File: src/rtl/spi_adc_slave_tx.sv
// SPI slave transmitter emulating a 12-bit ADC: buffered samples are returned one per CS frame
// as {seq, sample}, MSB first, shifted on synchronized SCLK falling edges.
module spi_adc_slave_tx #(
  parameter int unsigned          DATA_BITS     = 12,
  parameter int unsigned          FRAME_BITS    = 16,
  parameter int unsigned          FIFO_DEPTH    = 8,
  parameter logic [DATA_BITS-1:0] UNDERRUN_WORD = 12'h800
) (
  input  logic                            clk,
  input  logic                            rst_n,
  input  logic                            enable,
  input  logic                            spi_clk,
  input  logic                            spi_cs_n,
  output logic                            spi_miso,
  output logic                            spi_miso_oe,
  input  logic                            s_valid,
  input  logic [DATA_BITS-1:0]            s_data,
  output logic                            s_ready,
  output logic [$clog2(FIFO_DEPTH):0]     fifo_level,
  output logic                            frame_done,
  output logic [7:0]                      underrun_cnt,
  output logic [7:0]                      abort_cnt
);

  localparam int unsigned AddrW = $clog2(FIFO_DEPTH);
  localparam int unsigned PtrW  = AddrW + 1;
  localparam int unsigned SeqW  = FRAME_BITS - DATA_BITS;
  localparam int unsigned CntW  = $clog2(FRAME_BITS);

  typedef enum logic [1:0] {StIdle, StLoad, StShift, StDone} state_e;

  state_e                  state_q, state_d;
  logic [2:0]              sclk_sync_q, sclk_sync_d;
  logic [2:0]              cs_sync_q, cs_sync_d;
  logic [FRAME_BITS-1:0]   shift_q, shift_d;
  logic [CntW-1:0]         bit_cnt_q, bit_cnt_d;
  logic [SeqW-1:0]         seq_q, seq_d;
  logic [7:0]              under_q, under_d;
  logic [7:0]              abort_q, abort_d;
  logic                    miso_q, miso_d;
  logic                    frame_done_q, frame_done_d;
  logic [PtrW-1:0]         wr_ptr_q, wr_ptr_d;
  logic [PtrW-1:0]         rd_ptr_q, rd_ptr_d;
  logic [DATA_BITS-1:0]    mem_q [FIFO_DEPTH];
  logic [DATA_BITS-1:0]    mem_d [FIFO_DEPTH];

  logic                    sclk_fall, cs_fall, cs_rise, cs_sync;
  logic                    push, pop, fifo_empty, fifo_full;
  logic [PtrW-1:0]         level;
  logic [DATA_BITS-1:0]    sample;

  function automatic logic [7:0] sat_inc(input logic [7:0] v);
    return (v == 8'hFF) ? v : v + 8'd1;
  endfunction

  // Bit [1] is the synchronized level, bit [2] its one-cycle-old copy for edge detection.
  always_comb begin
    sclk_sync_d = {sclk_sync_q[1:0], spi_clk};
    cs_sync_d   = {cs_sync_q[1:0], spi_cs_n};
  end

  assign cs_sync   = cs_sync_q[1];
  assign cs_fall   = cs_sync_q[2] & ~cs_sync_q[1];
  assign cs_rise   = ~cs_sync_q[2] & cs_sync_q[1];
  assign sclk_fall = sclk_sync_q[2] & ~sclk_sync_q[1] & ~cs_sync;

  assign level      = wr_ptr_q - rd_ptr_q;
  assign fifo_empty = (wr_ptr_q == rd_ptr_q);
  assign fifo_full  = (level == PtrW'(FIFO_DEPTH));
  assign push       = s_valid & s_ready;
  assign sample     = fifo_empty ? UNDERRUN_WORD : mem_q[rd_ptr_q[AddrW-1:0]];

  always_comb begin
    mem_d = mem_q;
    if (push) mem_d[wr_ptr_q[AddrW-1:0]] = s_data;
    wr_ptr_d = enable ? wr_ptr_q + PtrW'(push) : '0;
    rd_ptr_d = enable ? rd_ptr_q + PtrW'(pop) : '0;
  end

  always_comb begin
    state_d      = state_q;
    shift_d      = shift_q;
    bit_cnt_d    = bit_cnt_q;
    seq_d        = seq_q;
    under_d      = under_q;
    abort_d      = abort_q;
    frame_done_d = 1'b0;
    pop          = 1'b0;
    if (!enable) begin
      state_d = StIdle;
      if (state_q == StLoad || state_q == StShift) abort_d = sat_inc(abort_q);
    end else begin
      unique case (state_q)
        StIdle: if (cs_fall) state_d = StLoad;
        StLoad: begin
          // No bypass: an empty FIFO here means underrun even if a push lands this cycle.
          pop       = ~fifo_empty;
          seq_d     = seq_q + 1'b1;
          shift_d   = {seq_q, sample};
          bit_cnt_d = '0;
          if (fifo_empty) under_d = sat_inc(under_q);
          if (cs_rise) begin
            abort_d = sat_inc(abort_q);
            state_d = StIdle;
          end else begin
            state_d = StShift;
          end
        end
        StShift: begin
          if (cs_rise) begin
            abort_d = sat_inc(abort_q);
            state_d = StIdle;
          end else if (sclk_fall) begin
            if (bit_cnt_q == CntW'(FRAME_BITS - 1)) begin
              frame_done_d = 1'b1;
              state_d      = StDone;
            end else begin
              bit_cnt_d = bit_cnt_q + 1'b1;
              shift_d   = shift_q << 1;
            end
          end
        end
        StDone: if (cs_rise) state_d = StIdle;
        default: state_d = StIdle;
      endcase
    end
    miso_d = (state_d == StShift) ? shift_d[FRAME_BITS-1] : 1'b0;
  end

  always_ff @(posedge clk or negedge rst_n) begin
    if (!rst_n) begin
      state_q      <= StIdle;
      sclk_sync_q  <= 3'b000;
      cs_sync_q    <= 3'b111;
      shift_q      <= '0;
      bit_cnt_q    <= '0;
      seq_q        <= '0;
      under_q      <= '0;
      abort_q      <= '0;
      miso_q       <= 1'b0;
      frame_done_q <= 1'b0;
      wr_ptr_q     <= '0;
      rd_ptr_q     <= '0;
      for (int i = 0; i < FIFO_DEPTH; i++) mem_q[i] <= '0;
    end else begin
      state_q      <= state_d;
      sclk_sync_q  <= sclk_sync_d;
      cs_sync_q    <= cs_sync_d;
      shift_q      <= shift_d;
      bit_cnt_q    <= bit_cnt_d;
      seq_q        <= seq_d;
      under_q      <= under_d;
      abort_q      <= abort_d;
      miso_q       <= miso_d;
      frame_done_q <= frame_done_d;
      wr_ptr_q     <= wr_ptr_d;
      rd_ptr_q     <= rd_ptr_d;
      mem_q        <= mem_d;
    end
  end

  assign spi_miso     = miso_q;
  assign spi_miso_oe  = enable & ~cs_sync;
  assign s_ready      = enable & ~fifo_full;
  assign fifo_level   = level;
  assign frame_done   = frame_done_q;
  assign underrun_cnt = under_q;
  assign abort_cnt    = abort_q;

endmodule

File: config.mk
export PLATFORM = sky130hd
export DESIGN_NAME = spi_adc_slave_tx
export DESIGN_NICKNAME = d
export VERILOG_FILES = /design/src/rtl/spi_adc_slave_tx.sv
export SDC_FILE = /design/constraint.sdc
export NUM_CORES = 1
export LEC_CHECK = 0
export CAP_MARGIN = 10
export CELL_PAD_IN_SITES_DETAIL_PLACEMENT = 1
export CELL_PAD_IN_SITES_GLOBAL_PLACEMENT = 1
export CORE_UTILIZATION = 41
export CTS_BUF_LIST = sky130_fd_sc_hd__clkbuf_4 sky130_fd_sc_hd__clkbuf_8
export DETAILED_ROUTE_END_ITERATION = 8
export PLACE_DENSITY_LB_ADDON = 0.08
export SYNTH_ARGS = -nofsm -noshare
export SYNTH_HDL_FRONTEND = slang
export SYNTH_SLANG_ARGS = --single-unit
File: constraint.sdc
create_clock -name clk -period 3.5 [get_ports clk]
set_clock_uncertainty 0.05 [all_clocks]
set_input_delay 0.7 -clock clk [delete_from_list [all_inputs] [get_ports clk]]
set_output_delay 0.7 -clock clk [all_outputs]
set_load 0.005 [all_outputs]
* Word-level counts from Yosys, hierarchy flattened
Index checks and enable logic that the tools add are counted.
Word-level totals: register bits after elaboration 154, input bits 18, output and inout bits 24, word-level logic and storage cells 109
Operators by class: add/subtract/negate cells 7, $lt $le $gt $ge 3, equal/unequal tests 14, muxes and demuxes 39, bitwise gates (word level) 15, reductions and logical operators 10
Operator list (number):
- bitwise mux 96 bit | 1
- two-way mux 16 bit | 4
- two-way mux 12 bit | 4
- two-way mux 8 bit | 5
- binary-select mux 12 bit (select 3 bit) | 1
- demux 12 bit (select 3 bit) | 1
- one-hot mux 16 bit (2 select lines) | 1
- two-way mux 4 bit | 5
- adder 8 x 1 -> 8 bit, second input constant | 2
- equality test 8 bit, second input constant | 2
- two-way mux 2 bit | 7
- adder 4 x 1 -> 4 bit | 2
- adder 4 x 1 -> 4 bit, second input constant | 2
- equality test 4 bit, second input constant | 2
- >= comparator 4 bit, second input constant | 2
- two-way mux 1 bit | 8
- inequality test 2 bit, second input constant | 4
- NOT 3 -> 4 bit | 2
- one-hot mux 2 bit (4 select lines) | 1
- one-hot mux 4 bit (2 select lines) | 1
- bitwise AND 1 bit | 7
- equality test 2 bit, second input constant | 3
- NOT 1 bit | 6
- AND reduction 5 bit | 1
- other kinds (13) | 14

* Depth between registers and ports, before layout
Gate-level depths: netlist of run 1.
word-level depth 9, gate-level depth with buffers 12, depth with buffers taken out 11

* Worst setup path before layout of run 1
OpenSTA, ideal clock, no wires.
path kind register to register, start reg rd_ptr_q[2], end reg mem_q[14] in the netlist's numbering, setup time 0.125 ns, arrival time 2.823 ns, required time 3.325 ns, path slack 0.503 ns, stages on the path, launching flop included 11, path buffers 3, period minus slack after synthesis 2.997 ns, cells stage by stage dfrtp_1 > clkbuf_1 > inv_1 > clkbuf_1 > ha_1 > a21oi_1 > a21oi_1 > nor4_4 > or3_4 > buf_6 > mux2_2
On the way: word-level cells in the longest chain between the ends 5
Ends and longest elaborated chain:
- start: declaration | RTL line 43 | logic [PtrW-1:0] rd_ptr_q, rd_ptr_d;
- start signal: assignment | RTL line 157 | rd_ptr_q <= rd_ptr_d;
- subtractor 4 bit | RTL line 67 | assign level = wr_ptr_q - rd_ptr_q;
- equality test 4 bit | RTL line 69 | assign fifo_full = (level == PtrW'(FIFO_DEPTH));
- NOT 1 bit | RTL line 164 | assign s_ready = enable & ~fifo_full;
- bitwise AND 1 bit | RTL line 164
- bitwise AND 1 bit | RTL line 70 | assign push = s_valid & s_ready;
- end signal: assignment | RTL line 158 | mem_q <= mem_d;
- end: declaration | RTL line 44 | logic [DATA_BITS-1:0] mem_q [FIFO_DEPTH];
Every way passes these cells. A chain may end at the register's enable or synchronous reset.

* Worst setup path in the final report of run 1
start reg wr_ptr_q[0], end out s_ready
On the way: word-level cells in the longest chain between the ends 4
Ends and longest elaborated chain:
- start: declaration | RTL line 42 | logic [PtrW-1:0] wr_ptr_q, wr_ptr_d;
- start signal: assignment | RTL line 156 | wr_ptr_q <= wr_ptr_d;
- subtractor 4 bit | RTL line 67
- equality test 4 bit | RTL line 69
- NOT 1 bit | RTL line 164
- bitwise AND 1 bit | RTL line 164
- end: declaration | RTL line 18 | output logic s_ready,
Every way passes these cells.

==> impl_metrics.toml, run 1 <==
[timing]
rsz0062_at_grt = "no"
tightest_slew_ns = 0.718
slew_headroom = 0.521
hold_viol_final = 0
finalCritPeriodShare = 0.963
setup_viol = 0
finalMaxSlewViolations = 0
min_period_ns = 3.37
fin_setup_tns_ns = 0
clock.fmax_mhz = 297
fin_hold_ws_ns = 0.113

[synthesis]
synth_seq_area_share = 0.540
synth-edff-count = 0
yosysWarningCount = 0
synthArstFlopShare = 1.00
postSynthCellCount = 517
synth.distinct_cells = 42
synth_common_cells = "dfrtp_1, mux2_2, nand2_1"
syn_nets = 551
synth_top_area_frac = 0.529
ys_seq_elements = 154
synthTopCellsByArea = "dfrtp_1, mux2_2, mux4_2"
synthesis.area_mm2 = 0.00714
yosysMostFrequentCell = "dfrtp_1"
syn_avg_cell_area_um2 = 13.8
synthFlopType = "dfrtp_1"
synth_top_cell_by_area = "dfrtp_1"

[clocking]
clk_latency_ns = 0.45
cts_made_buffers = 17
cts_tree = "done"
htree_num_levels = 4
cts.sinks = 154
cts.reportedPaths.clkPinSlew_ns = 0.09
hold_buffers = 0
cts-root-buf = "clkbuf_8"
clockBufferDepth = 2

[routing]
wire_per_inst_um = 19.5
via_per_inst = 5.46
dr.pass1.iters = 4
drcViolationCount = 0
via_count = 4378
drt-initial-drc-count = 192
drt-total-wl_um = 15700
ant_nets = 0

[layout]
finalNetCount = 603
final_util = 0.492
syn2layout_area_growth_pct = 15.9
drive_gt1_frac = 0.325
instances_no_fill = 802
antenna_cells = 0
fillers = 1716

[power]
total_power_mw = 4.37
power_density_mw_per_mm2 = 528
ir_drop_mv = 0.262
p_leak_nw = 3.82

[floorplanning]
die_y_um = 134
pin_count = 42
fp.dieW_um = 134
rows = 47
die_area_mm2 = 0.0179
start_util = 0.424
fp.coreArea_mm2 = 0.0168

[job]
drv_cap = 0

[placement]
hpwl_um = 10300
io_buffers = 41
place_inst = 768
gp_congestion = 0.804

[setup_path]
cp_data_required_time_ns = 2.75
cp.arrival_ns = 2.62
cp-start-kind = "register"
critPathKind = "register to output port"
crit_path_end_kind = "output port"
path_max_fanout = 6

[global_route]
grt_max_degree = 75
antenna_found_initial = 0
first_global_vias = 4776
track_usage = 0.191
grt_pass1_wl_um = 25800
gr-total-overflow = 0

[status]
run_status = "completed"

[min_path]
hold_path.class = "primary input to asynchronous set/reset pin"
## placed cells by master (no fill, tap or decap), types with 3 or more instances in the layout
cell,instances
ha_1,15
and2_1,6
bufinv_16,4
nor3_2,5
buf_4,15
nor2_1,20
and3_1,10
clkdlybuf4s50_1,40
a22o_1,3
xnor2_1,16
mux2i_1,11
clkbuf_8,19
a22oi_1,13
inv_1,7
dfstp_2,3
mux4_2,24
a21oi_1,5
nand3_1,10
dfrtp_1,149
o21ai_0,19
nand2_1,27
or3_4,4
xor2_1,8
nand4_1,9
o221ai_1,3
mux2_2,99
nor2b_1,4
clkbuf_4,3
## where the power goes
part	internal (mW)	switching [mW]	leakage, nW	total [mW]
Sequential	2.01	0.170	2.05	2.18
Clock	0.843	0.661	0.228	1.50
Combinational	0.392	0.296	1.54	0.688
## metal layers
metal | routed length, um | GRT usage
met1 | 7060 | 0.244
met2 | 8000 | 0.326
met3 | 346 | 0.0333
met4 | 246 | 0.0663
met5 | 0 | 0
## worst max-delay path: stages, from the launching register on
cell             delay (ns)
dfrtp_2                0.45
inv_2                  0.09
ha_1                   0.16
inv_1                  0.06
fa_1                   0.38
xor2_1                 0.21
nor4_4                 0.32
nor2_1                 0.07
clkdlybuf4s50_1        0.44
## state kept, by name, summed over array words and instances (netlist names), 2 cells and up
signal,cells
mem_q,96
rd_ptr_q,4
seq_q,4
cs_sync_q,3
sclk_sync_q,3
underrun_cnt,8
wr_ptr_q,4
bit_cnt_q,4
abort_cnt,8
shift_q,16
state_q,2
## path summary, 6_finish.rpt
check	from	end	slack, ns	depth (start not counted)
min in group clk	sclk_sync_q[0]	sclk_sync_q[1]	0.31	0
worst max-delay path	wr_ptr_q[0]	s_ready	0.13	8
worst min register to register	sclk_sync_q[0]	sclk_sync_q[1]	0.31	0
max in group asynchronous	rst_n	mem_q[31]	2.47	2
worst min-delay path	rst_n	underrun_cnt[5]	0.11	1
worst max register to register	wr_ptr_q[0]	mem_q[20]	0.74	9
## final cells by class
cell class              instances  area (um^2)  share of cell area
clock inverters                10          164              0.0198
well taps                     220          275              0.0333
inverters                       9         33.8             0.00408
flip-flops and latches        154         3860               0.467
multi-input cells             330         3110               0.376
repair buffers                 57          544              0.0658
clock buffers                  22          284              0.0343
## cells by family after synthesis
logic type | count (synthesis) | share of synthesized area
AO/OA/AOI/OAI | 52 | 0.0485
XOR/XNOR | 24 | 0.0294
adder cells (fa/ha/maj) | 16 | 0.0291
buffers and inverters | 33 | 0.0265
flip-flops | 154 | 0.540
multiplexers | 134 | 0.247
AND/OR/NAND/NOR | 104 | 0.0789
## timing repair
item                                    in CTS  in global routing
buffers inserted                             0                  2
resized for setup                            1                  2
endpoints found under the hold margin        0                  0
endpoints found under the setup margin       1                  1
## through the flow
stage,area [um^2],setup WS [ns]
global route,8270,0.0119
detailed placement,7810,0.458
global placement,7810,0.518
finish,8270,0.129
floorplan,7140,0.503
CTS,8260,0.0279
Note: power is estimated with default switching activity, not from simulation.
==> run 2, diff against run 1 <==
Settings changed: SKIP_CTS_REPAIR_TIMING set to 1.
==> results of run 2 <==
Final layout, timing and power as in run 1 (identical DEF).
Main changes from that run: via count of the first global-routing pass 4776 -> 4775
==> run 3, diff against run 2 <==
Settings changed: SETUP_SLACK_MARGIN set to 0.4.
==> run 3 against run 2 <==
Effect of this change: final area rose by 1.1%; non-clock buffer count rose by 6; hold slack improved by 0.0025 ns; highest routed layer unchanged.
==> impl_metrics.toml, run 3 (same netlist as run 1, synthesis figures left out) <==
[status]
run_status = "completed"

[floorplanning]
die_y_um = 134
fp.dieW_um = 134
fp.coreArea_mm2 = 0.0168
pin_count = 42
start_util = 0.424
rows = 47
die_area_mm2 = 0.0179

[setup_path]
cp-startpoint = "wr_ptr_q[0]"
regToRegSetupSlack_ns = 0.75
cp.depth = 6
cp_data_required_time_ns = 2.75
crit_path_end_kind = "output port"
cp-start-kind = "register"
r2r_end = "mem_q[20]"
rr_worst_depth = 9
r2r_start = "wr_ptr_q[0]"
crit_end = "fifo_level[1]"
slowest_delay_ns = 0.54
crit_chain = "inv_2, ha_4, inv_1, fa_1, buf_4, clkdlybuf4s50_1"
critPathTopFamily = "buffers and inverters"
path_buf_inv = 4
cp.arrival_ns = 2.32
path_max_fanout = 4
critPathKind = "register to output port"
crit_slowest_cell = "fa_1"

[job]
drv_cap = 0

[routing]
drt-total-wl_um = 15800
dr.pass1.iters = 4
ant_nets = 0
via_count = 4414
drt-initial-drc-count = 197
drcViolationCount = 0
wire_per_inst_um = 19.6
via_per_inst = 5.46

[placement]
dp_slack_ns = 0.458
io_buffers = 41
place_inst = 768
gp_congestion = 0.804
hpwl_um = 10300

[clocking]
clockBufferDepth = 2
cts.reportedPaths.clkPinSlew_ns = 0.09
cts.sinks = 154
cts-root-buf = "clkbuf_8"
cts_tree = "done"
cts_made_buffers = 17
clk_latency_ns = 0.45
htree_num_levels = 4

[layout]
finalNetCount = 609
drive_gt1_frac = 0.345
fillers = 1710
syn2layout_area_growth_pct = 17.2
largest_register_ff_count = 96
layout_commonest_cell = "dfrtp_1"
largest-register = "mem_q"
antenna_cells = 0
layout_common_cells = "dfrtp_1, mux2_2, clkdlybuf4s50_1"
instances_no_fill = 808
top_regs = "mem_q x96, shift_q x16"

[global_route]
first_global_vias = 4775
grt_max_degree = 75
grt_pass1_wl_um = 25800
track_usage = 0.191
antenna_found_initial = 0
gr-total-overflow = 0

[power]
p_leak_nw = 3.88
ir_drop_mv = 0.261
power_density_mw_per_mm2 = 524

[timing]
finalCritPeriodShare = 0.877
setup_viol = 0
hold_viol_final = 0
tightest_slew_ns = 0.724
setup_ws_ns = 0.429
finalMaxSlewViolations = 0
slew_headroom = 0.517
rsz0062_at_grt = "no"
clock.fmax_mhz = 326
min_period_ns = 3.07

[min_path]
hold_path.class = "primary input to asynchronous set/reset pin"
## run 3: cell count changes in the layout (fill, tap and decap cells not counted), sizes merged
| cell | before | now |
|---|---|---|
| clkdlybuf4s50 | 40 | 38 |
| buf | 17 | 23 |
| dlymetal6s2s | 0 | 1 |
| clkbuf | 22 | 23 |
## run 3: through the flow
step	utilization	cell area (um^2)	total power [mW]	TNS [ns]	hold slack, ns
after floorplan	-	7140	2.60	0	0.281
after global placement	0.464	7810	2.87	0	0.286
after detailed placement	0.464	7810	2.91	0	0.288
after CTS	0.491	8260	4.44	-0.0551	0.121
after global routing	0.497	8370	4.62	0	0.134
final	0.497	8370	4.38	0	0.115
## run 3: worst min-delay path by stage
stage	end	depth (start not counted)
after floorplan	sclk_sync_q[1]	0
after global placement	sclk_sync_q[1]	0
after detailed placement	sclk_sync_q[1]	0
after CTS	underrun_cnt[5]	1
after global routing	underrun_cnt[5]	1
final	underrun_cnt[5]	1
## run 3: power by group
group	internal, mW	leakage, nW	switching, mW	total (mW)
Clock	0.843	0.228	0.663	1.51
Combinational	0.399	1.60	0.300	0.699
Sequential	2.01	2.05	0.170	2.18
## run 3: cell type report
class | count | area, um^2 | share of cell area
sequential | 154 | 3860 | 0.462
multi-input combinational | 330 | 3160 | 0.378
timing repair buffer | 63 | 587 | 0.0701
clock buffer | 22 | 284 | 0.0340
tap | 220 | 275 | 0.0329
clock inverter | 10 | 164 | 0.0196
inverter | 9 | 33.8 | 0.00404
## run 3: layer usage
layer,global-route usage,wire length [um],vias to the layer above,part of all wire
met3,0.0333,356,16,0.022
met2,0.326,8090,59,0.51
met4,0.0663,246,0,0.016
li1,-,-,1998,-
met1,0.244,7150,2341,0.45
met5,0,0,-,0
## run 3: worst register-to-register path, stage by stage, from the launching register on
cell and delay [ns]:
dfrtp_2 0.43, inv_2 0.10, ha_4 0.13, inv_1 0.05, fa_1 0.49, nand2b_4 0.17
nor4_4 0.29, buf_4 0.23, or3_4 0.32, mux2_2 0.38
